===== config.mk =====
export PLATFORM = sky130hd
export DESIGN_NAME = bcd_sub_serial
export DESIGN_NICKNAME = d
export VERILOG_FILES = /design/src/rtl/bcd_sub_serial_pkg.sv /design/src/rtl/bcd_digit_sub.sv /design/src/rtl/bcd_sub_serial.sv
export SDC_FILE = /design/constraint.sdc
export NUM_CORES = 1
export LEC_CHECK = 0
export BUFFER_PORTS_ARGS = -buffer_cell sky130_fd_sc_hd__buf_2
export CORE_MARGIN = 5
export CORE_UTILIZATION = 55
export CTS_CLUSTER_DIAMETER = 40
export DETAILED_ROUTE_END_ITERATION = 16
export PLACE_DENSITY = 0.79
export SLEW_MARGIN = 20
export SYNTH_ARGS = -nofsm -noshare
export SYNTH_HDL_FRONTEND = slang
export SYNTH_SLANG_ARGS = --single-unit

===== constraint.sdc =====
create_clock -name clock -period 6.8 [get_ports clock]
set_input_delay 0.68 -clock clock [delete_from_list [all_inputs] [get_ports clock]]
set_output_delay 0.68 -clock clock [all_outputs]
set_load 0.02 [all_outputs]

===== src/rtl/bcd_sub_serial_pkg.sv =====
// Shared definitions for the digit-serial BCD subtractor: FSM state encoding and BCD constants.
package bcd_sub_serial_pkg;

    typedef enum logic [1:0] {
        IDLE = 2'd0,
        CALC = 2'd1,
        DONE = 2'd2
    } state_t;

    localparam logic [3:0] BCD_MAX  = 4'd9;
    localparam logic [4:0] BCD_BASE = 5'd10;

endpackage


===== src/rtl/bcd_digit_sub.sv =====
// One BCD digit of x - y - bi with ten's-complement correction and borrow-out.
module bcd_digit_sub
    import bcd_sub_serial_pkg::*;
(
    input  logic [3:0] x,
    input  logic [3:0] y,
    input  logic       bi,
    output logic [3:0] d,
    output logic       bo,
    output logic       bad
);

    logic signed [4:0] t;

    always_comb begin
        t   = $signed({1'b0, x}) - $signed({1'b0, y}) - $signed({4'b0000, bi});
        bo  = t[4];
        // The true digit is 0..9, so adding the base modulo 16 lands on it directly.
        d   = t[3:0] + (bo ? BCD_BASE[3:0] : 4'd0);
        bad = (x > BCD_MAX) || (y > BCD_MAX);
    end

endmodule


===== src/rtl/bcd_sub_serial.sv =====
// Digit-serial BCD subtractor: A - B - bin, one digit per clock, least significant digit first.
module bcd_sub_serial
    import bcd_sub_serial_pkg::*;
#(
    parameter int NDIG = 2
) (
    input  logic              clock,
    input  logic              reset,
    input  logic              start,
    input  logic [4*NDIG-1:0] a,
    input  logic [4*NDIG-1:0] b,
    input  logic              bin,
    output logic [4*NDIG-1:0] diff,
    output logic              bout,
    output logic              busy,
    output logic              done,
    output logic              invalid
);

    localparam int             IW   = (NDIG > 1) ? $clog2(NDIG) : 1;
    localparam logic [IW-1:0]  LAST = IW'(NDIG - 1);

    state_t            state;
    state_t            state_next;
    logic [4*NDIG-1:0] a_sh;
    logic [4*NDIG-1:0] b_sh;
    logic [4*NDIG-1:0] diff_r;
    logic [IW-1:0]     idx;
    logic              borrow;
    logic              invalid_r;
    logic              bout_r;
    logic              invalid_out;
    logic              in_bad;
    logic              last;
    logic [3:0]        dig;
    logic              dig_bo;
    logic              dig_bad;

    assign last = (idx == LAST);

    always_comb begin
        in_bad = 1'b0;
        for (int i = 0; i < NDIG; i++) begin
            if ((a[4*i +: 4] > BCD_MAX) || (b[4*i +: 4] > BCD_MAX)) begin
                in_bad = 1'b1;
            end
        end
    end

    bcd_digit_sub u_digit (
        .x   (a_sh[3:0]),
        .y   (b_sh[3:0]),
        .bi  (borrow),
        .d   (dig),
        .bo  (dig_bo),
        .bad (dig_bad)
    );

    always_ff @(posedge clock or negedge reset) begin
        if (!reset) begin
            state <= IDLE;
        end else begin
            state <= state_next;
        end
    end

    always_comb begin
        state_next = state;
        case (state)
            IDLE:    if (start) state_next = CALC;
            CALC:    if (last)  state_next = DONE;
            DONE:    state_next = IDLE;
            default: state_next = IDLE;
        endcase
    end

    always_comb begin
        busy = (state == CALC) || (state == DONE);
        done = (state == DONE);
    end

    assign diff    = diff_r;
    assign bout    = bout_r;
    assign invalid = invalid_out;

    // Operands shift right so the active digit is always in [3:0]; results land at diff[idx].
    always_ff @(posedge clock or negedge reset) begin
        if (!reset) begin
            a_sh        <= '0;
            b_sh        <= '0;
            diff_r      <= '0;
            idx         <= '0;
            borrow      <= 1'b0;
            invalid_r   <= 1'b0;
            bout_r      <= 1'b0;
            invalid_out <= 1'b0;
        end else begin
            case (state)
                IDLE: begin
                    if (start) begin
                        a_sh        <= a;
                        b_sh        <= b;
                        borrow      <= bin;
                        idx         <= '0;
                        invalid_r   <= in_bad;
                        diff_r      <= '0;
                        bout_r      <= 1'b0;
                        invalid_out <= 1'b0;
                    end
                end
                CALC: begin
                    a_sh                     <= a_sh >> 4;
                    b_sh                     <= b_sh >> 4;
                    borrow                   <= dig_bo;
                    idx                      <= idx + 1'b1;
                    diff_r[4*int'(idx) +: 4] <= dig;
                    if (last) begin
                        if (invalid_r || dig_bad) begin
                            diff_r      <= '0;
                            bout_r      <= 1'b0;
                            invalid_out <= 1'b1;
                        end else begin
                            bout_r <= dig_bo;
                        end
                    end
                end
                default: ;
            endcase
        end
    end

endmodule


=== Yosys cells after proc, flatten, opt, wreduce, memory -nomap -nowiden ===
Cells that the tools add are included.

* Bits in latches: 0
* Bits in registers: 31
* Memories: 0
* Word-level logic and storage cells: 64
* Bits of input ports: 20
* Output and inout bits: 12
* Memory bits (read-only): 0
* RAM bits: 0

* Reductions and logical operators: 12
* Multipliers: 0
* Shift operators: 2
* Bitwise logic cells: 0
* Equal/unequal tests: 5
* Add/sub/neg operators: 5
* $lt $le $gt $ge: 6
* Div/mod/pow operators: 0
* Muxes and demuxes: 25

{| class="wikitable"
|+ Operators by type and width
! operator !! number
|-
| one-hot mux 8 bit (2 select lines) || 3
|-
| 2-to-1 mux 8 bit || 5
|-
| negation 3 -> 33 bit || 1
|-
| variable shift 4 x 33 -> 8 bit, first input constant || 1
|-
| indexed part select 4 x 33 -> 8 bit || 1
|-
| > comparator 4 bit, second input constant || 6
|-
| bitwise mux 8 bit || 1
|-
| 2-to-1 mux 1 bit || 8
|-
| one-hot mux 1 bit (2 select lines) || 4
|-
| AND reduction 2 bit || 3
|-
| logical OR 1 bit || 5
|-
| subtractor 4 x 4 -> 5 bit || 1
|-
| subtractor 5 x 2 -> 5 bit || 1
|-
| adder 4 bit || 1
|-
| 2-to-1 mux 2 bit || 2
|-
| 2-to-1 mux 4 bit || 1
|-
| != test 2 bit, second input constant || 2
|-
| one-hot mux 2 bit (2 select lines) || 1
|-
| AND reduction 4 bit || 1
|-
| AND reduction 3 bit || 1
|-
| == test 2 x 1 -> 1 bit, second input constant || 1
|-
| == test 2 bit, second input constant || 1
|-
| logical NOT 2 bit || 1
|-
| != test 2 x 1 -> 1 bit, second input constant || 1
|-
| 2 further kinds || 2
|}

=== Longest topological paths before layout ===
Gate-level depths: netlist of the first run.

* Depth after elaboration: 9
* Gate-level depth with buffers: 15
* Gate-level depth less buffers: 15

=== Hierarchy ===
A second synthesis of the first run with hierarchy kept.

* Cells, all modules: 172
* Area, all modules: 1776.7 um^2

{| class="wikitable"
|+ Modules (own cells, without submodules)
! module !! area each (um^2) !! instances !! seq. area each (um^2) !! cells each
|-
| bcd_sub_serial || 1498.9 || 1 || 775.7 || 139
|-
| bcd_digit_sub || 277.8 || 1 || 0.0 || 33
|}

=== Worst setup path before layout of the first run ===
Ideal clock, no wire load.

* Kind: register -> register
* Start point: register a_sh[0]
* End point: register diff_r[3], in the netlist diff[3]
* Buffers on the path: 0
* Library setup time: 0.124 ns
* Setup slack: 3.507 ns
* Required time: 6.676 ns
* Cell stages (with the launch flop): 15
* Period minus slack after synthesis: 3.293 ns
* Arrival time: 3.169 ns
* Cell sequence: dfrtp_1 inv_1 fa_1 ha_1 nor2_1 fa_1 a21bo_2 a2bb2oi_2 inv_1 ha_1 ha_1 xor2_1 and4_1 o211a_1 a211o_1

* Longest elaborated chain between the ends: 9
* Elaborated cells between the ends (all ways): 12
* Those cells by class: 3 x add/sub; 1 x order compare; 1 x shift; 5 x mux; 2 x reduce/logical

{| class="wikitable"
|+ Ends and longest elaborated chain
! element !! line !! RTL
|-
| start, declared || bcd_sub_serial.sv:25 || <nowiki>logic [4*NDIG-1:0] a_sh;</nowiki>
|-
| start signal, assigned || bcd_sub_serial.sv:112 || <nowiki>a_sh <= a_sh >> 4;</nowiki>
|-
| subtractor 4 x 4 -> 5 bit || bcd_digit_sub.sv:16 || <nowiki>t = $signed({1'b0, x}) - $signed({1'b0, y}) - $signed({4'b0000, bi});</nowiki>
|-
| subtractor 5 x 2 -> 5 bit || bcd_digit_sub.sv:16 ||
|-
| 2-to-1 mux 4 bit || bcd_digit_sub.sv:19 || <nowiki>d = t[3:0] + (bo ? BCD_BASE[3:0] : 4'd0);</nowiki>
|-
| adder 4 bit || bcd_digit_sub.sv:19 ||
|-
| indexed part select 4 x 33 -> 8 bit || bcd_sub_serial.sv:116 || <nowiki>diff_r[4*int'(idx) +: 4] <= dig;</nowiki>
|-
| bitwise mux 8 bit || bcd_sub_serial.sv:116 ||
|-
| 2-to-1 mux 8 bit || bcd_sub_serial.sv:118 || <nowiki>if (invalid_r || dig_bad) begin</nowiki>
|-
| 2-to-1 mux 8 bit * || bcd_sub_serial.sv:117 || <nowiki>if (last) begin</nowiki>
|-
| one-hot mux 8 bit (2 select lines) * || bcd_sub_serial.sv:98 || <nowiki>case (state)</nowiki>
|-
| end signal, assigned by index || bcd_sub_serial.sv:116 ||
|-
| end, declared || bcd_sub_serial.sv:27 || <nowiki>logic [4*NDIG-1:0] diff_r;</nowiki>
|}

Mark *: on every way between the ends. The rest lies on a longest branch, timed or not.
A chain may end at the register's enable or synchronous reset.

=== Worst setup path in the final report of the first run ===
Ends and elaborated chain as after synthesis.

==> results of run 1 <==
==> Yosys cell counts (all sizes together) (3+ instances only) <==
cell   number
a22o        6
o21ai      24
mux2i       8
a21o        3
a22oi       8
inv        15
nor2        6
dfrtp      31
a21oi       5
buf         5
ha         12
nand2      19
==> metrics by stage <==
step | total power, uW | cells
floorplan | 823.6 | 172
global placement | 946.6 | 242
CTS | 1129 | 250
global route | 1234 | 250
finish | 1119 | 250
detailed placement | 976.6 | 242
==> metal layers <==
| metal | wire [um] | global-route usage |
|---|---|---|
| met4 | 46 | 0.05584 |
| met3 | 180 | 0.06122 |
| met1 | 1506 | 0.1965 |
| met2 | 1796 | 0.3457 |
| met5 | 0 | 0 |
==> power by group through the flow <==
stage | Sequential, uW | Combinational [uW] | Clock, uW
6_report | 301 | 669 | 149
5_1_grt | 311 | 764 | 159
4_1_cts | 302 | 676 | 151
3_5_place_dp | 305 | 671 | 0
3_3_place_gp | 300 | 646 | 0
2_1_floorplan | 313 | 511 | 0
==> cell families (layout without fill, tap and decap cells) <==
logic type                 count (synthesis)  in the layout  synth area share
AOI/OAI and AO/OA                         57             57            0.2172
DFF                                       31             31            0.4444
and+or+nand+nor                           38             38            0.1169
xor gates and xnor gates                   3              3           0.01506
adders and majority gates                 14             14            0.1090
buffers and inverters                     21             55           0.05160
muxes                                      8              8           0.04588
==> worst paths after layout <==
path                                     start                  end  slack, ps  depth (start not counted)
max                        a_sh[0]$_DFFE_PN0P_  diff[3]$_DFFE_PN0P_       3270                         14
min                                      reset  diff[0]$_DFFE_PN0P_        390                          1
max reg2reg                a_sh[0]$_DFFE_PN0P_  diff[3]$_DFFE_PN0P_       3270                         14
min reg2reg                a_sh[0]$_DFFE_PN0P_  a_sh[0]$_DFFE_PN0P_        490                          2
max in group asynchronous                reset  a_sh[7]$_DFFE_PN0P_       5970                          1
min in group clock         a_sh[0]$_DFFE_PN0P_  a_sh[0]$_DFFE_PN0P_        490                          2
==> state kept, by name (all words and copies together) (netlist names) <==
| name | cells |
|---|---|
| state | 2 |
| a_sh | 8 |
| borrow | 1 |
| invalid | 1 |
| bout | 1 |
| diff | 8 |
| idx | 1 |
| invalid_r | 1 |
| b_sh | 8 |
==> critical path: cells and delay by family, from the launching register on <==
family,cells,cell delay (ps)
AOI/OAI and AO/OA,4,970
buffers and inverters,2,150
adders and majority gates,5,1530
xor gates and xnor gates,1,150
and+or+nand+nor,2,290
DFF,1,360
==> area by class of cell <==
type                            count  area share
Timing Repair Buffer               32     0.08070
Clock buffer                        6     0.02545
Multi-Input combinational cell    120      0.4364
Inverter                           15     0.02793
Clock inverter                      2     0.01738
Sequential cell                    31      0.3849
Tap cell                           44     0.02731
==> results.md, run 1 <==
- Status: complete, no violations
- Number of synthesized flops with an enable pin: 0
- Fin util: 0.6602
- Unrepaired setup endpoints after global routing: no
- Top post-synthesis cells by area: dfrtp_1 44%, ha_1 8.6%, o21ai_0 6.9%
- Leak: 0.001023 uW
- Setup Crit Path Kind: reg2reg
- Sequential share of power: 0.269
- Vias: 1376
- Sink Count: 31
- MaxCap Viol Count: 0
- Synthesized flop and latch total: 31
- Sequential area share after synthesis: 0.4444
- Ys flop type: dfrtp_1
- Post-synth top area share: 0.4444
- Max frequency: 283.2 MHz
- Overall die height: 66.34 um
- Yosys cell types: 39
- Worst path required time: 7020 ps
- Register area: 775.7 um2
- Syn Nets: 206
- HPWL Detailed: 2.688 mm
- Largest net degree at the start of global routing: 32
- DIE AREA: 4400 um2
- Post-synth ARST share: 1.000
- Total CTS buffers: 5
- Max Clock Skew: 3.127 ps
- Pre-CTS setup slack: 3271 ps
- Final max-slew violation count: 0
- Most frequent cells in the layout: 31 x dfrtp_1, 31 x buf_2, 24 x o21ai_0
- Initial antenna violation count: 0
- Vias in the first global route: 1486
- Routed len/inst: 14.12 um
- Global route total overflow: 0
- CP peak stage delay: 560 ps
- Row Count: 20
- Die width: 66.34 um
- Port buffer count: 31
- Area leader, netlist: dfrtp_1
- Iteration-0 DRC Markers: 24
- Logic pwr share: 0.598
- Drt pass-1 iters: 4
- Remaining antenna violation count: 0
- Worst skew pair latency: 330 ps
- Switch Pwr: 494.5 uW
- VDD IR max: 0.2821 mV
- P per Cell Area: 555.1 nW/um2
- IO Count: 32
- Avg Inst Size Synth: 10.15 um2
- Final worst setup slack: 3268 ps
- Core area: 3053 um2
- Maximum fanout along the worst path: 6
- Mapped cell area: 1745 um2
- Layout cells sized above 1: 0.2330
- Hold_buf cts: 0
- Setup crit end kind: register
- Slew headroom: 0.3881
- Crit share post-route: 0.5193
- Via-to-Cell Ratio: 5.504
- Worst-path cell chain: inv_1, fa_1, ha_1, nor2_1, fa_1, a21bo_2, a2bb2oi_2, inv_1, ha_1, ha_1, xor2_1, and4_1, o211a_1, a211o_1
- Clock share of power: 0.133
- H-tree lvl count: 2
- Starting density of the core: 0.5717
- Fill count: 272
- CTS tree: built
- Post-Synthesis Cells: 172
- DRC errors left: 0
- Yosys warnings: 0
- Switching share of total power: 0.4420
- Critical path arrival: 3750 ps
- Critical Path Source Type: register
- First-pass GRT wire length: 6.223 mm
- Int Pwr: 624.3 uW
- Cell mode on critical path: ha_1
- Minimum clock period: 3532 ps
- Nets: 239
- Final Cell Area: 2016 um2
- Post-cts sizing count: 0
- Worst slew pin tran: 917.8 ps
- Hold Slack: 385.0 ps
- Multi-input logic area: 879.6 um2
- Placed Instance Area: 1929 um2
- Min-Delay Path Class: in2async
- Setup bufs post-CTS: 0
- Clk buf depth: 2
- P&R area growth vs syn: 15.48%
- Final WL: 3.529 mm
- # diodes: 0
- Global Route Usage Sum: 0.1862
- Register clock-pin slew on the reported worst setup and hold paths: 100 ps
- Final-report hold violation count: 0
- Clock root cell: clkbuf_4
- Final setup violation count: 0
- TNS Setup: 0 ps
- Crit-path slowest cell: fa_1
- RePlAce Congestion: 0.8582
Note: power is estimated with default switching activity, not from simulation.
==> run 2: changes to the inputs <==
clock period = 3.48 ns   (was 6.8 ns; I/O delays follow)
==> run 2 against run 1 <==
Net effect: combinational power grew 120%; cell area grew 1.4%; register-to-register slack lost 3200 ps; sequential cell count is the same; clock power grew 60%; die area is the same; power grew 100%.
==> results.md, run 2 (synthesis results as in run 1) <==
- HPWL Detailed: 2.848 mm (+6.0%)
- Max Clock Skew: 4.134 ps (+1.008 ps)
- DRC errors left: 0 (unchanged)
- Starting density of the core: 0.5717 (unchanged)
- Drt pass-1 iters: 4 (unchanged)
- Core area: 3053 um2 (unchanged)
- Clk buf depth: 2 (unchanged)
- RePlAce Congestion: 0.8364 (-2.5%)
- Nets: 243 (+1.7%)
- Initial antenna violation count: 0 (unchanged)
- Global route total overflow: 0 (unchanged)
- DIE AREA: 4400 um2 (unchanged)
- IO Count: 32 (unchanged)
- Slew headroom: 0.5103 (+0.1222)
- Worst slew pin tran: 733.0 ps (-184.8 ps)
- # diodes: 0 (unchanged)
- Multi-input logic area: 895.9 um2 (+1.8%)
- Max frequency: 297.1 MHz (+4.9%)
- Setup Crit Path Kind: reg2reg
- Sink Count: 31 (unchanged)
- Maximum fanout along the worst path: 4 (-2)
- Minimum clock period: 3366 ps (-165.6 ps)
- Min-Delay Path Class: in2async
- TNS Setup: 0 ps (unchanged)
- Overall die height: 66.34 um (unchanged)
- Via-to-Cell Ratio: 5.559 (+1.0%)
- Global Route Usage Sum: 0.1903 (+0.004033)
- Vias in the first global route: 1441 (-3.0%)
- Layout cells sized above 1: 0.2667 (+0.03366)
- Routed len/inst: 14.60 um (+3.4%)
- Placed cell count: 244 (+0.83%)
- Iteration-0 DRC Markers: 59 (+150%)
- Port buffer count: 31 (unchanged)
- Critical Path Source Type: register
- Vias: 1412 (+2.6%)
- Status: complete, no violations
- P&R area growth vs syn: 17.13%
- Fill count: 264 (-2.9%)
- CTS tree: built
- Final setup violation count: 0 (unchanged)
- Register area: 775.7 um2 (unchanged)
- Fin util: 0.6697 (+0.009426)
- VDD IR max: 0.5772 mV (+100%)
- Worst path required time: 3700 ps (-3320 ps)
- Most frequent cells in the layout: 31 x dfrtp_1, 31 x buf_2, 24 x o21ai_0
- Final WL: 3.708 mm (+5.1%)
- H-tree lvl count: 2 (unchanged)
- Clock root cell: clkbuf_4
- Register clock-pin slew on the reported worst setup and hold paths: 100 ps (about the same)
- Worst skew pair latency: 320 ps (about the same)
- Leak: 0.001032 uW (+0.93%)
- Fin cells: 254 (+1.6%)
- Row Count: 20 (unchanged)
- Setup crit end kind: register
- Largest net degree at the start of global routing: 32 (unchanged)
- Die width: 66.34 um (unchanged)
- Remaining antenna violation count: 0 (unchanged)
- Hold_buf cts: 0 (unchanged)
- Final max-slew violation count: 0 (unchanged)
- Total CTS buffers: 5 (unchanged)
- P per Cell Area: 1120 nW/um2 (+100%)
- Crit share post-route: 0.9672 (+0.4479)
- Final-report hold violation count: 0 (unchanged)
- Critical path arrival: 3580 ps (-170 ps)
- First-pass GRT wire length: 6.334 mm (+1.8%)
- MaxCap Viol Count: 0 (unchanged)
run 2: metal layers:
layer / track usage / up-vias / part of all wire
met5: 0 / - / 0
met3: 0.05952 / 2 / 0.047
met2: 0.3271 / 33 / 0.52
met1: 0.2247 / 686 / 0.43
met4: 0.05838 / 0 / 0.0022
li1: - / 691 / -
run 2: final timing paths:
path | to | depth (start not counted) | start | slack [ps]
max in group asynchronous | idx$_DFFE_PN0P_ | 1 | reset | 2970
min reg2reg | bout$_DFFE_PN0P_ | 2 | bout$_DFFE_PN0P_ | 480
max | diff[3]$_DFFE_PN0P_ | 14 | a_sh[0]$_DFFE_PN0P_ | 110
max reg2reg | diff[3]$_DFFE_PN0P_ | 14 | a_sh[0]$_DFFE_PN0P_ | 110
min | diff[3]$_DFFE_PN0P_ | 1 | reset | 60
min in group clock | a_sh[0]$_DFFE_PN0P_ | 3 | a[0] | 320
run 2: where the power goes:
| part | switching (uW) | total [uW] | internal (uW) | leakage, uW |
|---|---|---|---|---|
| clock network | 120 | 239 | 119 | 0.0000386 |
| registers | 96.6 | 590 | 494 | 0.000400 |
| logic | 819 | 1460 | 643 | 0.000594 |
| total | 1040 | 2290 | 1260 | 0.00103 |
run 2: critical path, stage by stage (launching register included):
cell and delay [ps]:
dfrtp_1 360, inv_1 70, fa_1 560, ha_2 190, nor2_2 50, fa_2 380, a21bo_2 230, a2bb2oi_2 130
inv_1 60, ha_1 200, ha_1 190, xor2_1 230, a31oi_2 100, o211a_1 260, a211o_1 260
run 2: stage by stage:
stage          worst slack (ps)  total power, uW  hold slack [ps]  instance area, um2
5_1_grt                  -19.43             2505            112.7                2044
6_report                  114.1             2291            63.12                2044
4_1_cts                   53.25             2218            68.28                2013
2_1_floorplan             187.2             1609            52.41                1745
3_3_place_gp              219.1             1880            420.5                1944
3_5_place_dp              71.09             1969            432.6                1944
run 2: final cells by class:
cell class	count	area share
sequential	31	0.3794
clock buffer	8	0.03366
inverter	15	0.02754
multi-input combinational	120	0.4382
timing repair buffer	36	0.09425
tap	44	0.02693
run 2: repair_timing:
item,in CTS,in global routing
setup buffers,0,2
hold endpoints to repair,0,0
endpoints found under the setup margin,0,2
resized for setup,0,6
